### config.mk
export PLATFORM = sky130hd
export DESIGN_NAME = keypad_emulator_flat
export DESIGN_NICKNAME = d
export VERILOG_FILES = /design/src/rtl/keypad_emu_pkg.sv /design/src/rtl/keypad_emu_if.sv /design/src/rtl/keypad_key_map.sv /design/src/rtl/keypad_emulator.sv /design/src/flat_wrapper.sv
export SDC_FILE = /design/constraint.sdc
export NUM_CORES = 1
export LEC_CHECK = 0
export CORE_AREA = 2 2 76 78
export DETAILED_ROUTE_END_ITERATION = 10
export DIE_AREA = 0 0 78 80
export DONT_BUFFER_PORTS = 1
export PLACE_DENSITY = 0.71
export RECOVER_POWER = 100
export SETUP_SLACK_MARGIN = 0.4
export SLEW_MARGIN = 10
export SYNTH_ARGS = -nofsm -noshare
export SYNTH_HDL_FRONTEND = slang
export SYNTH_HIERARCHICAL = 1
export SYNTH_SLANG_ARGS = --single-unit
### constraint.sdc
create_clock -name clk -period 2.7 [get_ports clk]
set_input_delay 0.27 -clock clk [delete_from_list [all_inputs] [get_ports clk]]
set_output_delay 0.27 -clock clk [all_outputs]
set_load 0.02 [all_outputs]
### src/rtl/keypad_emu_pkg.sv
// Shared keypad definitions: FSM state codes, key position type and the
// 4x4 layout lookup tables (also used by the scanner side).
package keypad_emu_pkg;

  localparam int DIGIT_W = 4;

  typedef logic [1:0] state_t;
  localparam state_t IDLE  = 2'd0;
  localparam state_t PRESS = 2'd1;
  localparam state_t GAP   = 2'd2;

  typedef struct packed {
    logic [1:0] row;
    logic [1:0] col;
  } key_pos_t;

  // Indexed by key value 0..F. Layout: r0 1 2 3 A / r1 4 5 6 B / r2 7 8 9 C / r3 0 F E D
  localparam logic [1:0] KEY_ROW [16] = '{
    2'd3, 2'd0, 2'd0, 2'd0, 2'd1, 2'd1, 2'd1, 2'd2,
    2'd2, 2'd2, 2'd0, 2'd1, 2'd2, 2'd3, 2'd3, 2'd3
  };
  localparam logic [1:0] KEY_COL [16] = '{
    2'd0, 2'd0, 2'd1, 2'd2, 2'd0, 2'd1, 2'd2, 2'd0,
    2'd1, 2'd2, 2'd3, 2'd3, 2'd3, 2'd3, 2'd2, 2'd1
  };

endpackage

### src/rtl/keypad_emu_if.sv
// Keypad emulator bus: word request handshake, status and the matrix lines.
interface keypad_emu_if;
  import keypad_emu_pkg::*;

  logic [15:0]        word;
  logic               word_valid;
  logic               word_ready;
  logic               busy;
  logic [DIGIT_W-1:0] key_code;
  logic               pressing;
  logic               done;
  logic [3:0]         col_n;
  logic [3:0]         row_n;

  modport master (
    output word, word_valid, col_n,
    input  word_ready, busy, key_code, pressing, done, row_n
  );

  modport slave (
    input  word, word_valid, col_n,
    output word_ready, busy, key_code, pressing, done, row_n
  );

endinterface

### src/rtl/keypad_key_map.sv
// Combinational key value -> matrix (row, col) position.
module keypad_key_map
  import keypad_emu_pkg::*;
(
  input  logic [DIGIT_W-1:0] keyCode,
  output key_pos_t           keyPos
);

  assign keyPos.row = KEY_ROW[keyCode];
  assign keyPos.col = KEY_COL[keyCode];

endmodule

### src/rtl/keypad_emulator.sv
// 4x4 keypad responder replaying a 16-bit word as timed key presses.
// Optional contact bounce model enabled by defining KEYPAD_EMU_BOUNCE_EN.
module keypad_emulator
  import keypad_emu_pkg::*;
#(
  parameter int HOLD_CYCLES   = 2_000_000,
  parameter int GAP_CYCLES    = 2_000_000,
  parameter int DIGITS        = 4,
  parameter int BOUNCE_CYCLES = 100_000
) (
  input logic         clk,
  input logic         rst,
  keypad_emu_if.slave bus
);

  localparam int LONGEST_HG = (HOLD_CYCLES > GAP_CYCLES) ? HOLD_CYCLES : GAP_CYCLES;
  localparam int LONGEST    = (LONGEST_HG > BOUNCE_CYCLES) ? LONGEST_HG : BOUNCE_CYCLES;
  localparam int CNT_W      = $clog2(LONGEST + 1);

  localparam logic [CNT_W-1:0] HOLD_LOAD = CNT_W'(HOLD_CYCLES - 1);
  localparam logic [CNT_W-1:0] GAP_LOAD  = CNT_W'(GAP_CYCLES - 1);
  localparam logic [1:0]       LAST_IDX  = 2'(DIGITS - 1);

  state_t             state;
  logic [CNT_W-1:0]   cnt;
  logic [1:0]         digitIdx;
  logic [15:0]        latchedWord;
  logic               doneReg;
  logic [3:0]         rowReg;
  logic [3:0]         rowNext;
  logic [1:0]         nibSel;
  logic [DIGIT_W-1:0] curNibble;
  logic               contact;
  key_pos_t           keyPos;

  // Digits are replayed most-significant first from word[4*DIGITS-1:0]
  assign nibSel = LAST_IDX - digitIdx;

  always_comb begin
    case (nibSel)
      2'd0:    curNibble = latchedWord[3:0];
      2'd1:    curNibble = latchedWord[7:4];
      2'd2:    curNibble = latchedWord[11:8];
      default: curNibble = latchedWord[15:12];
    endcase
  end

  always_ff @(posedge clk) begin
    if (rst) begin
      state       <= IDLE;
      cnt         <= '0;
      digitIdx    <= '0;
      latchedWord <= '0;
      doneReg     <= 1'b0;
    end else begin
      doneReg <= 1'b0;
      case (state)
        IDLE: begin
          if (bus.word_valid) begin
            latchedWord <= bus.word;
            digitIdx    <= '0;
            cnt         <= HOLD_LOAD;
            state       <= PRESS;
          end
        end
        PRESS: begin
          if (cnt == '0) begin
            cnt   <= GAP_LOAD;
            state <= GAP;
          end else begin
            cnt <= cnt - 1'b1;
          end
        end
        GAP: begin
          if (cnt == '0) begin
            if (digitIdx == LAST_IDX) begin
              doneReg <= 1'b1;
              state   <= IDLE;
            end else begin
              digitIdx <= digitIdx + 1'b1;
              cnt      <= HOLD_LOAD;
              state    <= PRESS;
            end
          end else begin
            cnt <= cnt - 1'b1;
          end
        end
        default: state <= IDLE;
      endcase
    end
  end

`ifdef KEYPAD_EMU_BOUNCE_EN
  // Counter runs down from the reload value, so "early in the state" means a high count
  always_comb begin
    contact = (state == PRESS);
    if (state == PRESS && int'(cnt) >= HOLD_CYCLES - BOUNCE_CYCLES)
      contact = ~cnt[3];
    if (state == GAP && int'(cnt) >= GAP_CYCLES - BOUNCE_CYCLES)
      contact = cnt[3];
  end
`else
  assign contact = (state == PRESS);
`endif

  keypad_key_map uKeyMap (
    .keyCode (curNibble),
    .keyPos  (keyPos)
  );

  // A closed switch ties the key's row to its column, whatever else the scanner drives
  always_comb begin
    rowNext = 4'hF;
    if (contact)
      rowNext[keyPos.row] = bus.col_n[keyPos.col];
  end

  always_ff @(posedge clk) begin
    if (rst)
      rowReg <= 4'hF;
    else
      rowReg <= rowNext;
  end

  assign bus.row_n      = rowReg;
  assign bus.word_ready = (state == IDLE);
  assign bus.busy       = (state != IDLE);
  assign bus.key_code   = (state == IDLE) ? '0 : curNibble;
  assign bus.pressing   = contact;
  assign bus.done       = doneReg;

endmodule

### src/flat_wrapper.sv
// flat-port wrapper written by rule: the top's interface ports become plain ports
module keypad_emulator_flat import keypad_emu_pkg::*;
#(
  parameter int HOLD_CYCLES   = 2_000_000,
  parameter int GAP_CYCLES    = 2_000_000,
  parameter int DIGITS        = 4,
  parameter int BOUNCE_CYCLES = 100_000
)
  (clk, rst, bus_word, bus_word_valid, bus_col_n, bus_word_ready, bus_busy, bus_key_code, bus_pressing, bus_done, bus_row_n);
  keypad_emu_if bus_i ();
  input logic clk;
  input logic rst;
  input wire logic [$bits(bus_i.word)-1:0] bus_word;
  input wire logic [$bits(bus_i.word_valid)-1:0] bus_word_valid;
  input wire logic [$bits(bus_i.col_n)-1:0] bus_col_n;
  output wire logic [$bits(bus_i.word_ready)-1:0] bus_word_ready;
  output wire logic [$bits(bus_i.busy)-1:0] bus_busy;
  output wire logic [$bits(bus_i.key_code)-1:0] bus_key_code;
  output wire logic [$bits(bus_i.pressing)-1:0] bus_pressing;
  output wire logic [$bits(bus_i.done)-1:0] bus_done;
  output wire logic [$bits(bus_i.row_n)-1:0] bus_row_n;
  assign bus_i.word = bus_word;
  assign bus_i.word_valid = bus_word_valid;
  assign bus_i.col_n = bus_col_n;
  assign bus_word_ready = bus_i.word_ready;
  assign bus_busy = bus_i.busy;
  assign bus_key_code = bus_i.key_code;
  assign bus_pressing = bus_i.pressing;
  assign bus_done = bus_i.done;
  assign bus_row_n = bus_i.row_n;
  keypad_emulator #(.HOLD_CYCLES(HOLD_CYCLES), .GAP_CYCLES(GAP_CYCLES), .DIGITS(DIGITS), .BOUNCE_CYCLES(BOUNCE_CYCLES)) u_core (.clk(clk), .rst(rst), .bus(bus_i));
endmodule
=== Yosys cells after proc, flatten, opt, wreduce, memory -nomap -nowiden ===
Memory sizes are Yosys's and may differ from the RTL's.
Index checks and enable logic that the tools add are counted.
Widths: inputs -> output; s select.

* Word-level logic and storage cells: 69
* Memories kept: 2
* Bits in read-only memories: 64
* RAM bits: 0
* Output and inout bits: 12
* Bits of input ports: 23
* Bits in latches: 0
* Register bits: 46

{| class="wikitable"
|+ Memory list
! memory !! depth !! width !! rd ports !! clocked after Yosys merged registers in !! write ports !! RTL line !! RTL
|-
| (no name shown) || 16 || 2 || 1 || 0 || 0 || keypad_key_map.sv:10 || <nowiki>assign keyPos.col = KEY_COL[keyCode];</nowiki>
|-
| (no name shown) || 16 || 2 || 1 || 0 || 0 || keypad_key_map.sv:9 || <nowiki>assign keyPos.row = KEY_ROW[keyCode];</nowiki>
|}

* Divide/modulo/power cells: 0
* Shifts and indexed selects: 0
* Multipliers: 0
* Bitwise logic cells: 6
* Add/subtract/negate cells: 3
* Mux-type cells: 25
* Reduce and logical (&&, ||, !) cells: 13
* $lt $le $gt $ge: 4
* Equality and inequality tests: 10

{| class="wikitable"
|+ Operators with widths
! operator !! count
|-
| $mux 21 || 4
|-
| $pmux 21 s3 || 1
|-
| $logic_not 21->1 || 1
|-
| $sub 21x1->21 const B || 1
|-
| $mux 2 || 10
|-
| $pmux 4 s3 || 1
|-
| $eq 2x2->1 const B || 3
|-
| $lt 2x3->1 const B || 2
|-
| $pmux 2 s3 || 1
|-
| $reduce_and 3->1 || 2
|-
| $ge 5x5->1 const B || 1
|-
| $not 4->5 || 1
|-
| $eq 2x1->1 const B || 2
|-
| $logic_not 2->1 || 2
|-
| $mux 1 || 4
|-
| $mux 4 || 1
|-
| $ne 2x1->1 const B || 2
|-
| $ne 2x2->1 const B || 2
|-
| $not 4->4 || 1
|-
| $or 4x4->4 || 1
|-
| $pmux 2 s2 || 1
|-
| $reduce_and 4->1 || 1
|-
| $reduce_bool 2->1 || 2
|-
| $ne 3x3->1 const B || 1
|-
| 11 further kinds || 13
|}

=== Logic depth before layout (Yosys ltp) ===
* Depth in word-level cells: 13
* Gate-level depth with buffers: 11
* Depth with buffers taken out: 11

=== Modules after synthesis ===
The synthesis kept the hierarchy.

{| class="wikitable"
|+ By module, submodules not included
! module !! instances !! cells each !! seq. area each (um^2) !! area an instance (um^2)
|-
| keypad_emulator || 1 || 296 || 920.9 || 2,562.5
|-
| keypad_key_map || 1 || 12 || 0.0 || 88.8
|}

=== Least setup slack after synthesis ===
Ideal clock, no wire load.

* Path kind: flip-flop to flip-flop
* Start point: register u_core.digitIdx[0]
* End point: register u_core.rowReg[0], in the netlist u_core/bus.row_n[0]
* Stages on the path, launching flop included: 12
* Buffers on the path: 1
* Library setup time: 117 ps
* Data arrival time: 2,668 ps
* Slack: -85 ps
* Data required time: 2,583 ps
* Period minus slack after synthesis: 2,785 ps
* Cells stage by stage: dfxtp_1 inv_1 ha_1 buf_1 mux2i_1 nor2_2 a21o_1 mux2i_1 mux4_2 nor3b_1 nor2b_1 nand2b_1

{| class="wikitable"
|+ RTL lines
! what !! RTL line !! RTL
|-
| start: declaration || keypad_emulator.sv:26 || <nowiki>logic [1:0] digitIdx;</nowiki>
|-
| start signal: assignment || keypad_emulator.sv:80 || <nowiki>digitIdx <= digitIdx + 1'b1;</nowiki>
|-
| end signal: assignment || keypad_emulator.sv:122 || <nowiki>rowReg <= rowNext;</nowiki>
|-
| end: declaration || keypad_emulator.sv:29 || <nowiki>logic [3:0] rowReg;</nowiki>
|}

==> summary.txt <==
Mean routed wirelength per cell - 15.2 um
Maximum fanout along the worst path - 6
Post-synthesis sequential area ratio - 0.347
DIE WIDTH - 78 um
Mapped Area - 0.00265 mm2
Final instance count without filler cells - 382
Number of flops mapped to enable cells by yosys - 0
Final number of hold-violating endpoints - 0
Max-Cap Viols - 0
Worst Setup End Kind - flip-flop
Hold Crit Depth - 1
Largest net degree at the start of global routing - 49
Logic pwr share - 0.403
Aggregate global-route resource usage - 0.195
Post-DP HPWL - 4000 um
CP startpoint - u_core/digitIdx[0]
Top_reg_cell synth - dfxtp_1
CTS H-Tree Depth - 2
Clock Tree Root - clkbuf_8
R2r setup slk - -0.05 ns
Worst setup path class - flip-flop to flip-flop
Slowest cell delay on critical path - 0.56 ns
First-pass GRT wire length - 9780 um
Pwr Total - 2.66 mW
Slew Limit Fails - 0
Antenna diode count - 0
Internal - 1.60 mW
First-pass DRT Iterations - 4
Clock latency on the worst-skew pair - 0.30 ns
Pwr dens - 934 mW/mm2
Post-cts hold buffer count - 0
Arr. time, crit path - 2.95 ns
Vias in the first global route - 2,063
Rel. slew slack - 0.514
Asr flop ratio synth - 0
Count of unique library cells instantiated by Yosys - 62
Cell count after synthesis - 308
Slew at the pin closest to its max-slew limit - 0.729 ns
Area Growth Syn to Fin - 7.50%
Final setup viols - 4
Drc violations - 0
VDD IR max - 0.000411 V
HP Class - input pin to flip-flop
RSZ-0062 raised after global routing - yes
Critical path data required time - 2.90 ns
Critical Path Source Type - flip-flop
Fin crit period - 2.75 ns
Failing checks - negative setup slack
CTS max path bufs - 2
Register bit count reported by yosys - 46
Initial Utilization - 0.491
Initial DRC Count - 130
Synth warn - 6
CP endpoint - u_core/bus.row_n[0]
Setup TNS - -0.163 ns
Antenna-violating nets left - 0
Reg clk slew, reported paths - 0.09 ns
CP max-delay cell - mux4_2
Net Sw Power - 1.06 mW
PortBufs - 0
Via density per instance - 5.82
FILL cells - 534
RD Place Congestion - 0.796
Vias - 2,223
GR Overflow Total - 0
Dpl ws - -0.147 ns
CTS tree - built
Post-synth net total - 341
Nets - 342
R2R cell count - 10
Initial antenna violation count - 0
Fin crit share - 1.02
Switching share of power - 0.398
Placed Cells incl. Taps - 367
Clk network pwr share - 0.239
Worst r2r dst - u_core/bus.row_n[0]
Clk sink count - 46
Fin worst setup slack - -0.0490 ns
Pleak - 1.10 nW
Total CTS buffers - 5
DIE AREA - 0.00624 mm2
Syn_area_per_cell - 8.61 um2
Outcome - complete, but fails checks
Total Wirelength - 5810 um
Crit path top cell by count - mux2i_1
Standard-cell rows - 27
Die H - 80 um
Layout cell share with drive strength beyond 1 - 0.168
RR Startpoint - u_core/digitIdx[0]
Sequential power share - 0.358
Clk_skew - 0.00770 ns
Crit-path cells - inv_4, ha_4, a222oi_1, mux2i_4, mux2i_1, mux2i_1, mux4_2, nor3b_4, nor2b_4, nand2b_1
Core ar. - 0.00541 mm2
Num ports - 35
Fmax - 364 MHz
==> cells in the mapped netlist (3+ instances only) <==
| library cell | number | area (um2) |
|---|---|---|
| dfxtp_1 | 46 | 921 |
| nand2_1 | 39 | 146 |
| a21oi_1 | 30 | 150 |
| nor2_1 | 22 | 82.6 |
| inv_1 | 18 | 67.6 |
| nor3_1 | 16 | 80.1 |
| ha_1 | 10 | 125 |
| mux2i_1 | 8 | 80.1 |
| nand3_1 | 7 | 35.0 |
| nor4_1 | 7 | 43.8 |
| buf_6 | 6 | 67.6 |
| o21ai_0 | 6 | 30.0 |
| and3_1 | 5 | 31.3 |
| clkbuf_1 | 5 | 18.8 |
| a21o_1 | 4 | 30.0 |
| a222oi_1 | 4 | 40.0 |
| and2_1 | 4 | 25.0 |
| nor4_2 | 4 | 50.1 |
| o21a_1 | 4 | 30.0 |
| o22ai_1 | 4 | 25.0 |
| a211o_1 | 3 | 26.3 |
| a211oi_1 | 3 | 22.5 |
| buf_2 | 3 | 15.0 |
| nand4_1 | 3 | 18.8 |
==> repair_timing <==
item	in CTS	in global routing
buffers inserted	5	2
pin swaps	5	4
endpoints found under the setup margin	6	12
cloned	0	0
resized for setup	4	7
==> kinds of logic after synthesis <==
group                    synth area share
AO/OA/AOI/OAI                       0.234
buffers and inverters              0.0873
flip-flops                          0.347
AND/OR/NAND/NOR                     0.246
multiplexers                       0.0387
adder cells (fa/ha/maj)            0.0472
==> through the flow <==
stage / utilization / cell area [um2] / hold slack (ns)
after floorplan: - / 2710 / 0.379
after global placement: 0.494 / 2670 / 0.343
after detailed placement: 0.494 / 2670 / 0.344
after CTS: 0.530 / 2870 / 0.0184
after global routing: 0.527 / 2850 / 0.0189
final: 0.527 / 2850 / 0.0364
==> placed cells by master, fill, tap and decap left out, types with 3 or more instances in the layout <==
cell type / netlist / routed
dfxtp_1: 46 / 42
nand2_1: 39 / 39
a21oi_1: 30 / 30
nor2_1: 22 / 22
inv_1: 18 / 16
nor3_1: 16 / 16
buf_4: 0 / 11
nor4_1: 7 / 8
nand3_1: 7 / 7
ha_1: 10 / 7
clkbuf_8: 2 / 6
o21ai_0: 6 / 6
a222oi_1: 4 / 4
and2_0: 1 / 4
a211o_1: 3 / 4
and3_1: 5 / 4
o22ai_1: 4 / 4
a21o_1: 4 / 4
o21a_1: 4 / 4
mux2i_1: 8 / 4
mux2i_2: 0 / 3
nand4_1: 3 / 3
a211oi_1: 3 / 3
nor4_2: 4 / 3
==> layout make-up <==
type / count / area [um2] / share of cell area
clock inverter: 2 / 60.1 / 0.0211
inverter: 18 / 70.1 / 0.0246
timing repair buffer: 13 / 91.3 / 0.0320
tap: 72 / 90.1 / 0.0316
sequential: 46 / 931 / 0.327
multi-input combinational: 225 / 1530 / 0.535
clock buffer: 6 / 82.6 / 0.0290
==> flip-flops by register name (all words and copies together) (netlist names) <==
register	flops
u_core/digitIdx	2
u_core/bus.row_n	4
u_core/state	2
u_core/latchedWord	16
u_core/cnt	21
u_core/bus.done	1
==> routing by layer <==
layer | vias up | global-route usage | wire length, um
met4 | 0 | 0.0632 | 27
met3 | 2 | 0.0373 | 219
met1 | 1054 | 0.241 | 2640
li1 | 1120 | - | -
met2 | 47 | 0.341 | 2930
met5 | - | 0 | 0
==> power groups by stage <==
stage	logic, mW	clock network (mW)	registers, mW
CTS	1.10	0.650	0.953
global route	1.19	0.676	0.975
global placement	1.05	0	0.964
finish	1.07	0.636	0.954
detailed placement	1.07	0	0.970
floorplan	0.992	0	0.924
==> critical path: cells and delay by family, from the launching register on <==
kind	cells	cell delay, ns
buffers and inverters	1	0.05
adder cells (fa/ha/maj)	1	0.15
multiplexers	4	1.11
AO/OA/AOI/OAI	1	0.48
AND/OR/NAND/NOR	3	0.47
flip-flops	1	0.38
==> how the worst min path moves through the flow <==
stage	startpoint	end	slack (ns)
after floorplan	rst	u_core/bus.row_n[3]	0.38
after global placement	rst	u_core/digitIdx[1]	0.34
after detailed placement	rst	u_core/digitIdx[1]	0.34
after CTS	rst	u_core/cnt[14]	0.02
after global routing	rst	u_core/digitIdx[0]	0.02
final	rst	u_core/cnt[14]	0.04
Note: power is estimated with default switching activity, not from simulation.
==> RTL edit, RTL diff (same settings) <==
`HOLD_CYCLES` is set to 2_000_000 in 2 places; all go to 1_000_000.
--- a/src/rtl/keypad_emulator.sv
+++ b/src/rtl/keypad_emulator.sv
@@ -4,5 +4,5 @@
   import keypad_emu_pkg::*;
 #(
-  parameter int HOLD_CYCLES   = 2_000_000,
+  parameter int HOLD_CYCLES   = 1_000_000,
   parameter int GAP_CYCLES    = 2_000_000,
   parameter int DIGITS        = 4,
--- a/src/flat_wrapper.sv
+++ b/src/flat_wrapper.sv
@@ -2,5 +2,5 @@
 module keypad_emulator_flat import keypad_emu_pkg::*;
 #(
-  parameter int HOLD_CYCLES   = 2_000_000,
+  parameter int HOLD_CYCLES   = 1_000_000,
   parameter int GAP_CYCLES    = 2_000_000,
   parameter int DIGITS        = 4,
Check against the original RTL: same outputs for any inputs over 10 cycles, from zero or initial values and one cycle with rst high; that may be too few to reach the edited logic, so the function may still have changed.
==> RTL edit against the original RTL <==
Setup slack improved by 190 ps. Synthesized cell count increased by 6.5%. Routed wire length increased by 15%. Maximum frequency increased by 7.4%. Synthesized area increased by 0.90%. Sequential cell count unchanged. Design area increased by 3.8%. Critical path type unchanged. Highest routed layer unchanged.
Power is not compared: it rests on default switching activity, and its combinational part moved more than twofold at a synthesized area within 25%.
==> RTL edit: results (changes against the original RTL) <==
| Metric | Value |
|---|---|
| Comb. pwr | 398 uW |
| DR top layer | met4 |
| Ys async rst share | 0 (unchanged) |
| Clk. pwr | 431 uW |
| Clock Tree Buf Depth | 2 (unchanged) |
| Most area-consuming cells after synthesis | dfxtp_1, nand2_1, a21oi_1, ha_1, o21ai_0 |
| Max FO, Critical Path | 4 (-2) |
| Clock Tree Root | clkbuf_8 |
| Ys Warns | 6 (unchanged) |
| Area after DPL | 0.00279 sq mm (+4.5%) |
| Largest stage delay on the critical path | 590 ps (+30 ps) |
| Number of synthesized flops with an enable pin | 0 (unchanged) |
| Largest net degree at the start of global routing | 32 (-35%) |
| VDD IR max | 0.000283 V |
| Worst EP arrival | 2740 ps (-210 ps) |
| Drt first pass iters | 4 (unchanged) |
| Status | complete, no violations |
| Synth cell types | 59 (-4.8%) |
| Syn Nets | 361 (+5.9%) |
| Global-route wire length before repair | 11100 um (+13%) |
| Layout cells sized above 1 | 0.145 (-0.0232) |
| CTS H-tree depth | 2 (unchanged) |
| Largest register FFs | 21 (unchanged) |
| Synth top cells by count | nand2_1, dfxtp_1, a21oi_1, o21ai_0 |
| Crit-path slowest cell | mux4_2 |
| Met1 usage | 0.284 (+0.0426) |
| Net Switching | 526 uW |
| Post-synth top flop | dfxtp_1 |
| Initial DRC Count | 232 (+78%) |
| GR Layer Usage met2 | 0.375 (+0.0345) |
| Hold Crit Start | rst |
| CTS Buf Count | 5 (unchanged) |
| Crit path from | u_core/digitIdx[0] |
| GP Congestion | 0.833 (+4.7%) |
| Post-synthesis sequential area ratio | 0.344 (-0.00309) |
| Vias in the first global route | 2303 (+12%) |
| Nets | 364 (+6.4%) |
| Clock transition at path regs | 80 ps |
| Most flop-heavy register | u_core/cnt |
| Met3 GRT Util | 0.0430 (+0.00566) |
| Ant diodes | 0 (unchanged) |
| Clk_skew | 9.31 ps (+1.61 ps) |
| Routed WL | 6700 um (+15%) |
| Later-pin clock latency in the skew report | 300 ps (about the same) |
| Pint | 1080 uW |
| Post-DP HPWL | 4820 um (+21%) |
| Buffers on Ports | 0 (unchanged) |
| Avg Vias per Cell | 6.18 (+6.1%) |
| Hold Path Class | in -> reg |
| Pleak | 0.00111 uW |
| Grt total ovfl | 0 (unchanged) |
| Metal-1 WL | 3000 um (+14%) |
| GR Util All Layers | 0.222 (+0.0269) |
| Worst-Margin Slew | 694 ps (-34.5 ps) |
| Wire length on met2 | 3200 um (+9.4%) |
| Met3 WL | 393 um (+79%) |
| Initial antenna violation count | 0 (unchanged) |
==> RTL edit: final cells by class <==
type                       instances  area (sq um)
multi-input combinational        247          1690
timing repair buffer              14          93.8
sequential                        46           928
fill                             493          2450
inverter                          17          66.3
clock buffer                       7          86.3
tap                               72          90.1
clock inverter                     1          5.00
==> RTL edit: per-stage QoR <==
step / TNS (ps) / worst slack, ps / hold slack (ps) / cells / utilization
final: 0 / 141 / 36.1 / 404 / 0.547
after CTS: 0 / 152 / 24.2 / 401 / 0.543
after detailed placement: 0 / 93.6 / 343 / 389 / 0.516
after global placement: 0 / 206 / 341 / 389 / 0.516
after floorplan: 0 / 346 / 406 / 328 / -
after global routing: -43.5 / -26.1 / 15.5 / 404 / 0.547
==> RTL edit: critical path: cells and delay by family, from the launching register on <==
| family | cells | cell delay [ps] |
|---|---|---|
| mux | 4 | 1140 |
| compound gates | 1 | 490 |
| flops | 1 | 390 |
| simple gates | 2 | 220 |
| fa+ha+maj | 1 | 160 |
| buf+inv | 1 | 50 |
==> RTL edit: cells by family after synthesis <==
kind of cell	after synthesis	synth area share
compound gates	101	0.253
fa+ha+maj	10	0.0468
xor+xnor	3	0.00982
simple gates	125	0.260
flops	46	0.344
buf+inv	35	0.0514
mux	8	0.0346
==> RTL edit: path summary, 6_finish.rpt <==
| path | slack (ps) | endpoint | depth (start not counted) |
|---|---|---|---|
| worst max register to register | 140 | u_core/bus.row_n[3] | 9 |
| worst min register to register | 450 | u_core/latchedWord[3] | 2 |
| worst min-delay path | 40 | u_core/digitIdx[0] | 1 |
| worst max-delay path | 140 | u_core/bus.row_n[3] | 9 |
==> RTL edit: timing repair <==
item                       in CTS  in global routing
gates resized for setup         6                  8
setup endpoints to repair      17                 19
setup buffers                   4                  3
pin swaps                       1                  3
